File: src/rtl/audio_pwm_sink.sv
// Audio sample sink: small FIFO feeding an 8-bit, 256-cycle-frame PWM generator.
// Optional underrun statistics counter enabled by defining AUDIO_PWM_SINK_STATS_EN.
module audio_pwm_sink #(
    parameter int FIFO_DEPTH    = 4,
    parameter bit UNDERRUN_HOLD = 1'b1
) (
    input  logic                          i_clk,
    input  logic                          i_rst,
    input  logic                          i_sample_valid,
    input  logic [8:0]                    i_sample,
    output logic                          o_pwm,
    output logic [7:0]                    o_level,
    output logic                          o_frame_start,
    output logic [$clog2(FIFO_DEPTH):0]   o_fifo_count,
    output logic                          o_overflow,
    output logic                          o_underrun,
    output logic [7:0]                    o_underrun_count
);

    localparam int PW = $clog2(FIFO_DEPTH);
    localparam int CW = PW + 1;

    // Clamp a 9-bit sample into the 8-bit duty range.
    function automatic logic [7:0] saturate9(input logic [8:0] s);
        saturate9 = s[8] ? 8'hFF : s[7:0];
    endfunction

    logic [7:0]    phase_r;
    logic          started_r;
    logic [7:0]    fifo_mem_r [FIFO_DEPTH];
    logic [PW-1:0] wr_ptr_r;
    logic [PW-1:0] rd_ptr_r;
    logic [CW-1:0] count_r;
    logic [7:0]    level_r;
    logic          pwm_r;
    logic          frame_start_r;
    logic          overflow_r;
    logic          underrun_r;

    logic [7:0]    phase_next_s;
    logic          pop_cycle_s;
    logic          pop_ok_s;
    logic          underrun_ev_s;
    logic          push_ok_s;
    logic          overflow_ev_s;
    logic [CW-1:0] count_after_pop_s;
    logic [CW-1:0] count_next_s;
    logic [7:0]    level_next_s;

    // Next-state decode: pop is resolved before push so a full FIFO can accept in the pop cycle.
    always_comb begin
        phase_next_s      = 8'd0;
        pop_cycle_s       = 1'b0;
        pop_ok_s          = 1'b0;
        underrun_ev_s     = 1'b0;
        push_ok_s         = 1'b0;
        overflow_ev_s     = 1'b0;
        count_after_pop_s = count_r;
        count_next_s      = count_r;
        level_next_s      = level_r;

        // The first cycle after reset release is held at phase 0 to open a clean frame.
        if (started_r) begin
            phase_next_s = phase_r + 8'd1;
        end else begin
            phase_next_s = 8'd0;
        end

        pop_cycle_s   = started_r && (phase_r == 8'd255);
        pop_ok_s      = pop_cycle_s && (count_r != {CW{1'b0}});
        underrun_ev_s = pop_cycle_s && (count_r == {CW{1'b0}});

        count_after_pop_s = count_r - {{(CW-1){1'b0}}, pop_ok_s};
        if (i_sample_valid) begin
            if (count_after_pop_s == CW'(FIFO_DEPTH)) begin
                overflow_ev_s = 1'b1;
            end else begin
                push_ok_s = 1'b1;
            end
        end else begin
            push_ok_s     = 1'b0;
            overflow_ev_s = 1'b0;
        end
        count_next_s = count_after_pop_s + {{(CW-1){1'b0}}, push_ok_s};

        if (pop_ok_s) begin
            level_next_s = fifo_mem_r[rd_ptr_r];
        end else if (underrun_ev_s && !UNDERRUN_HOLD) begin
            level_next_s = 8'd128;
        end else begin
            level_next_s = level_r;
        end
    end

    // Sample storage; stale entries are harmless because pointers and count reset.
    always_ff @(posedge i_clk) begin
        if (push_ok_s) begin
            fifo_mem_r[wr_ptr_r] <= saturate9(i_sample);
        end
    end

    // Frame timing, FIFO bookkeeping, registered PWM and sticky flags.
    always_ff @(posedge i_clk) begin
        if (i_rst) begin
            phase_r       <= 8'd0;
            started_r     <= 1'b0;
            wr_ptr_r      <= {PW{1'b0}};
            rd_ptr_r      <= {PW{1'b0}};
            count_r       <= {CW{1'b0}};
            level_r       <= 8'd0;
            pwm_r         <= 1'b0;
            frame_start_r <= 1'b0;
            overflow_r    <= 1'b0;
            underrun_r    <= 1'b0;
        end else begin
            phase_r       <= phase_next_s;
            started_r     <= 1'b1;
            count_r       <= count_next_s;
            level_r       <= level_next_s;
            pwm_r         <= (phase_next_s < level_next_s);
            frame_start_r <= (phase_next_s == 8'd0);
            if (push_ok_s) begin
                wr_ptr_r <= wr_ptr_r + {{(PW-1){1'b0}}, 1'b1};
            end
            if (pop_ok_s) begin
                rd_ptr_r <= rd_ptr_r + {{(PW-1){1'b0}}, 1'b1};
            end
            if (overflow_ev_s) begin
                overflow_r <= 1'b1;
            end
            if (underrun_ev_s) begin
                underrun_r <= 1'b1;
            end
        end
    end

`ifdef AUDIO_PWM_SINK_STATS_EN
    logic [7:0] underrun_cnt_r;

    // Saturating underrun statistics counter.
    always_ff @(posedge i_clk) begin
        if (i_rst) begin
            underrun_cnt_r <= 8'd0;
        end else if (underrun_ev_s && (underrun_cnt_r != 8'hFF)) begin
            underrun_cnt_r <= underrun_cnt_r + 8'd1;
        end
    end

    assign o_underrun_count = underrun_cnt_r;
`else
    assign o_underrun_count = 8'd0;
`endif

    assign o_pwm         = pwm_r;
    assign o_level       = level_r;
    assign o_frame_start = frame_start_r;
    assign o_fifo_count  = count_r;
    assign o_overflow    = overflow_r;
    assign o_underrun    = underrun_r;

endmodule

File: config.mk
export PLATFORM = sky130hd
export DESIGN_NAME = audio_pwm_sink
export DESIGN_NICKNAME = d
export VERILOG_FILES = /design/src/rtl/audio_pwm_sink.sv
export SDC_FILE = /design/constraint.sdc
export NUM_CORES = 1
export LEC_CHECK = 0
export CORE_MARGIN = 5
export CORE_UTILIZATION = 55
export CTS_CLUSTER_DIAMETER = 120
export DETAILED_ROUTE_END_ITERATION = 8
export PLACE_DENSITY = 0.77
export SYNTH_ARGS = -nofsm -noshare
export SYNTH_HDL_FRONTEND = slang
export SYNTH_SLANG_ARGS = --single-unit
File: constraint.sdc
create_clock -name i_clk -period 3.41 [get_ports i_clk]
set_input_delay 0.5115 -clock i_clk [delete_from_list [all_inputs] [get_ports i_clk]]
set_output_delay 0.5115 -clock i_clk [all_outputs]
set_load 0.02 [all_outputs]
Word-level counts from Yosys, hierarchy flattened
Memory sizes are Yosys's and may differ from the RTL's. A register that Yosys moved wholly into a read port is not among the register bits.
Cells that the tools add are included.
- magnitude comparators: 1
- reduce and logical (&&, ||, !) cells: 6
- muxes and demuxes: 12
- equal/unequal tests: 2
- add/sub/neg operators: 5
- operator list (operator ; number):
    8-bit two-way mux ; 3
    8-bit by 1-bit adder with 8-bit output (second input constant) ; 1
    8-bit == test (second input constant) ; 1
    8-bit logical NOT ; 1
    8-bit less-than comparator ; 1
    1-bit two-way mux ; 7
    2-bit by 1-bit adder with 2-bit output (second input constant) ; 2
    2-bit two-way mux ; 2
    3-bit by 1-bit adder with 3-bit output ; 1
    3-bit == test (second input constant) ; 1
    1-bit logical AND ; 3
    3-bit logical NOT ; 1
    3-bit nonzero test ; 1
    3-bit by 1-bit subtractor with 3-bit output ; 1
- memories: 1
- memory bits (writable): 32
- register bits: 28
- input bits: 12
- memories (name ; words ; bits a word ; read ports ; clocked after memory_dff ; write ports ; RTL line ; text):
    fifo_mem_r ; 4 ; 8 ; 1 ; 1 ; 1 ; 30 ; logic [7:0] fifo_mem_r [FIFO_DEPTH];

Logic depth before layout (Yosys ltp)
- depth after elaboration: 9
- depth in mapped cells: 11

Worst setup path before layout
Ideal clock, no wire load.
- kind: register to register
- start point: register count_r[1], in the netlist o_fifo_count[1]
- end point: memory fifo_mem_r[0][0], enable pin
- path buffers: 0
- stages on the path, launching flop included: 8
- path slack: 0.898 ns
- setup time: 0.332 ns
- period minus slack after synthesis: 2.512 ns
- arrival time: 2.181 ns
- path through: dfxtp_1 > nor3_1 > nor4_1 > ha_1 > ha_1 > xor2_1 > a31oi_1 > and2_1
- word-level cells in the longest chain between the ends: 8
- RTL lines (item ; RTL line ; text):
    from (decl) ; 33 ; logic [CW-1:0] count_r;
    from (signal assigned) ; 109 ; count_r <= {CW{1'b0}};
    from (signal assigned) ; 118 ; count_r <= count_next_s;
    3-bit nonzero test ; 70 ; pop_ok_s = pop_cycle_s && (count_r != {CW{1'b0}});
    1-bit logical AND ; 70 ;
    3-bit by 1-bit subtractor with 3-bit output (*) ; 73 ; count_after_pop_s = count_r - {{(CW-1){1'b0}}, pop_ok_s};
    3-bit == test (*) ; 75 ; if (count_after_pop_s == CW'(FIFO_DEPTH)) begin
    1-bit two-way mux (*) ; 75 ;
    1-bit two-way mux (*) ; 74 ; if (i_sample_valid) begin
    named net push_ok_s ; 44 ; logic push_ok_s;
    1-bit two-way mux (*) ; 97 ; if (push_ok_s) begin
    1-bit two-way mux (implied by the code) (*) ; 98 ; fifo_mem_r[wr_ptr_r] <= saturate9(i_sample);
    to (decl) ; 30 ;
The timed path passes the listed nets; every way through them passes the cells marked *.

Final worst setup path
- start point: register phase_r[0]
- end point: memory fifo_mem_r[0][4], enable pin
- word-level cells in the longest chain between the ends: 9
- RTL lines (item ; RTL line ; text):
    from (decl) ; 28 ; logic [7:0] phase_r;
    from (signal assigned) ; 116 ; phase_r <= phase_next_s;
    8-bit == test ; 69 ; pop_cycle_s = started_r && (phase_r == 8'd255);
    1-bit logical AND ; 69 ;
    1-bit logical AND ; 70 ;
    3-bit by 1-bit subtractor with 3-bit output ; 73 ;
    3-bit == test ; 75 ;
    1-bit two-way mux ; 75 ;
    1-bit two-way mux ; 74 ;
    named net push_ok_s ; 44 ;
    1-bit two-way mux ; 97 ;
    1-bit two-way mux (implied by the code) ; 98 ;
The timed path passes the listed nets, and every way through them passes these cells.

==> flow_summary.ini <==
[synth]
syn_inst = 219
yosysWarnings = 0
syn-cell-area_um2 = 2744
ys_seq_area_share_pct = 56.91
synth_area_leader_cell = edfxtp_1
yosysUniqueCellTypes = 38
synth-seq-cells = 62
syn_avg_cell_area_um2 = 12.53
yosys.area.top_type_share_pct = 35.02
synthTopCellsByArea = edfxtp_1, dfxtp_1, ha_1

[setup_path]
worst-r2r-setup-slack_ns = 0.39
required_ns = 3.41
cpMostUsedCell = ha_1
cp_cell_sequence = ha_1 > nand4_1 > nor4_1 > ha_1 > ha_1 > xor2_1 > a31oi_1 > and2_1
worst_path_max_delay_cell = a31oi_1
cp_top_family = simple AND/OR/NAND/NOR gates
cp.arrival_ns = 3.02
slowest_delay_ns = 0.54
startpoint_type = flip-flop
worstPathMaxFanout = 8
worstSetupPathType = reg2reg
critPathBufInv = 0
cp-end-kind = flip-flop

[clock_tree]
cts_tree = done
clkTransAtPathRegs_ns = 0.07
numCtsBuffers = 9
cts_max_path_buffers = 2
cts-htree-levels = 3
cts_sinks = 62
clk_latency_ns = 0.34
cts_resized = 0
cts_root_buf = clkbuf_8
cts_setup_buffers = 0
postCtsHoldBufs = 0

[worst_hold_path]
hp-class = reg2reg

[layout]
finish.utilization_pct = 68.73
diodes = 0
nets = 279
syn_to_final_growth_pct = 19.88
drive_above_1_share_pct = 14.45
fill_cells = 342
stdcell_count = 323

[place]
dp_hpwl_um = 3595
io_buffers = 26
place_inst = 307
dp_slack_ns = 0.3969
gp_congestion = 0.8723

[timing]
fmax_mhz = 331.1
finalSetupViolations = 0
setup_ws_ns = 0.3895
period_minus_slack_ns = 3.021
finalHoldViolCount = 0
fin_worst_skew_ns = 0.004312
slew_headroom_pct = 56.86
setup_tns_ns = 0
worst_pin_slew_ns = 0.6441
slew_viol_final = 0
fin_crit_sh_pct = 88.58
rsz0062_at_grt = false

[floorplanning]
row_count = 25
die_height_um = 80.63
core_um2 = 4786
io_pins = 35
dieArea_um2 = 6501
start_util_pct = 57.33
die_x_um = 80.63

[global_route]
antenna_found_initial = 0
grt_pass1_vias = 1693
grt-ovfl-total = 0
grt_pass1_wl_um = 7955
globalRouteTotalUtil_pct = 16.96
grt_max_degree = 13

[drt]
drt_iter0_drc = 100
routed_via_density = 5.238
vias = 1692
route.detailed.drc = 0
routed_wl_um = 4877
dr.pass1.iters = 4
routedWlPerCell_um = 15.10
ant_nets = 0

[pwr]
p_per_area_nw_per_um2 = 519.8
p_total_mw = 1.710
irDropWorstVdd_uv = 339.2
power.leakage_nw = 1.191

[job]
timing.max_cap.violations = 0

[status]
status = finished, final reports clean
[sequential cells by signal (all words and copies together) (netlist names), named ones only]
signal and count:
fifo_mem_r 32, o_level 8, phase_r 8, o_fifo_count 3, rd_ptr_r 2, wr_ptr_r 2
o_frame_start 1, o_overflow 1, o_pwm 1, o_underrun 1, started_r 1
[cells in the final DEF (no fill, tap or decap), drive strengths merged, types with 2 or more instances in the layout]
master / synthesis / routed
a21oi: 5 / 5
a41oi: 2 / 2
and2: 10 / 10
buf: 11 / 2
bufinv: 0 / 3
clkbuf: 3 / 9
clkdlybuf4s50: 0 / 26
clkinv: 0 / 2
clkinvlp: 0 / 2
conb: 1 / 8
dfxtp: 30 / 30
edfxtp: 32 / 32
ha: 16 / 16
inv: 12 / 12
mux2i: 9 / 9
mux4: 8 / 8
nand2: 7 / 7
nand3: 5 / 5
nand4: 4 / 4
nor2: 22 / 22
nor2b: 2 / 2
nor3: 4 / 4
nor4: 2 / 2
o211ai: 2 / 2
o21ai: 4 / 4
or2: 8 / 8
or3: 2 / 2
or4: 2 / 2
xnor2: 4 / 4
xor2: 4 / 4
[synthesized netlist by cell type]
| cell | n |
|---|---|
| ha_1 | 16 |
| inv_2 | 1 |
| o31ai_1 | 1 |
| nand2b_1 | 1 |
| a41oi_1 | 2 |
| nor2b_1 | 2 |
| o22ai_2 | 1 |
| conb_1 | 1 |
| or4_1 | 2 |
| nor2_1 | 22 |
| nand3_1 | 5 |
| o21ai_0 | 3 |
| edfxtp_1 | 32 |
| a31oi_1 | 1 |
| nor4b_1 | 1 |
| a2111o_1 | 1 |
| mux2i_1 | 9 |
| buf_4 | 8 |
| xnor2_1 | 4 |
| o211ai_1 | 2 |
| nand4_4 | 1 |
| a21oi_1 | 5 |
| nor3_1 | 4 |
| or3_1 | 2 |
| o221a_1 | 1 |
| xor2_1 | 4 |
| buf_2 | 3 |
| or2_2 | 8 |
| nor4_1 | 2 |
| nand2_1 | 7 |
| nand4_1 | 3 |
| inv_1 | 11 |
| and3_1 | 1 |
| clkbuf_1 | 3 |
| mux4_2 | 8 |
| o21ai_1 | 1 |
| dfxtp_1 | 30 |
| and2_1 | 10 |
[cells by family after synthesis]
kind of cell | count (synthesis) | synth area share (%)
fa+ha+maj | 16 | 7.296
mux | 17 | 9.850
simple gates | 71 | 13.86
xor+xnor | 8 | 2.553
compound gates | 18 | 4.605
flops | 62 | 56.91
other cells | 1 | 0.1367
buf+inv | 26 | 4.788
[where the power goes]
group | switching (mW) | internal [mW] | total [mW]
Sequential | 0.0123 | 0.810 | 0.822
Combinational | 0.0596 | 0.0457 | 0.105
Clock | 0.295 | 0.487 | 0.782
[worst reg2reg max path: stages, from the launching register on]
cell     delay [ns]
dfxtp_1        0.41
ha_1           0.28
nand4_1        0.11
nor4_1         0.37
ha_1           0.24
ha_1           0.15
xor2_1         0.11
a31oi_1        0.54
and2_1         0.47
[final cells by class]
class | instances | area, µm² | share of cell area (%)
repair buffers | 28 | 275.3 | 8.368
inverters | 12 | 45.04 | 1.369
flip-flops and latches | 62 | 1562 | 47.47
clock buffers | 9 | 123.9 | 3.766
well taps | 67 | 83.83 | 2.549
multi-input cells | 138 | 1077 | 32.75
clock inverters | 7 | 122.6 | 3.728
[routing by layer]
metal / vias to the layer above / share of wire (%) / global-route usage (%)
met4: 0 / 2.7 / 10.14
met5: - / 0 / 0
li1: 835 / - / -
met1: 811 / 43 / 18.87
met3: 11 / 4.4 / 4.821
met2: 35 / 50 / 28.64
[worst paths after layout]
kind | end | from | cells after the start
min reg2reg | o_overflow | o_overflow | 2
max reg2reg | fifo_mem_r[0][4] | phase_r[0] | 8
min | o_overflow | o_overflow | 2
max | fifo_mem_r[0][4] | phase_r[0] | 8
[per-stage QoR]
stage	instance area [µm²]	hold slack (ns)
2_1_floorplan	2770	0.4902
3_3_place_gp	3043	0.4553
3_5_place_dp	3043	0.4703
4_1_cts	3289	0.4857
5_1_grt	3289	0.5300
6_report	3289	0.4777
Note: power is estimated with default switching activity, not from simulation.
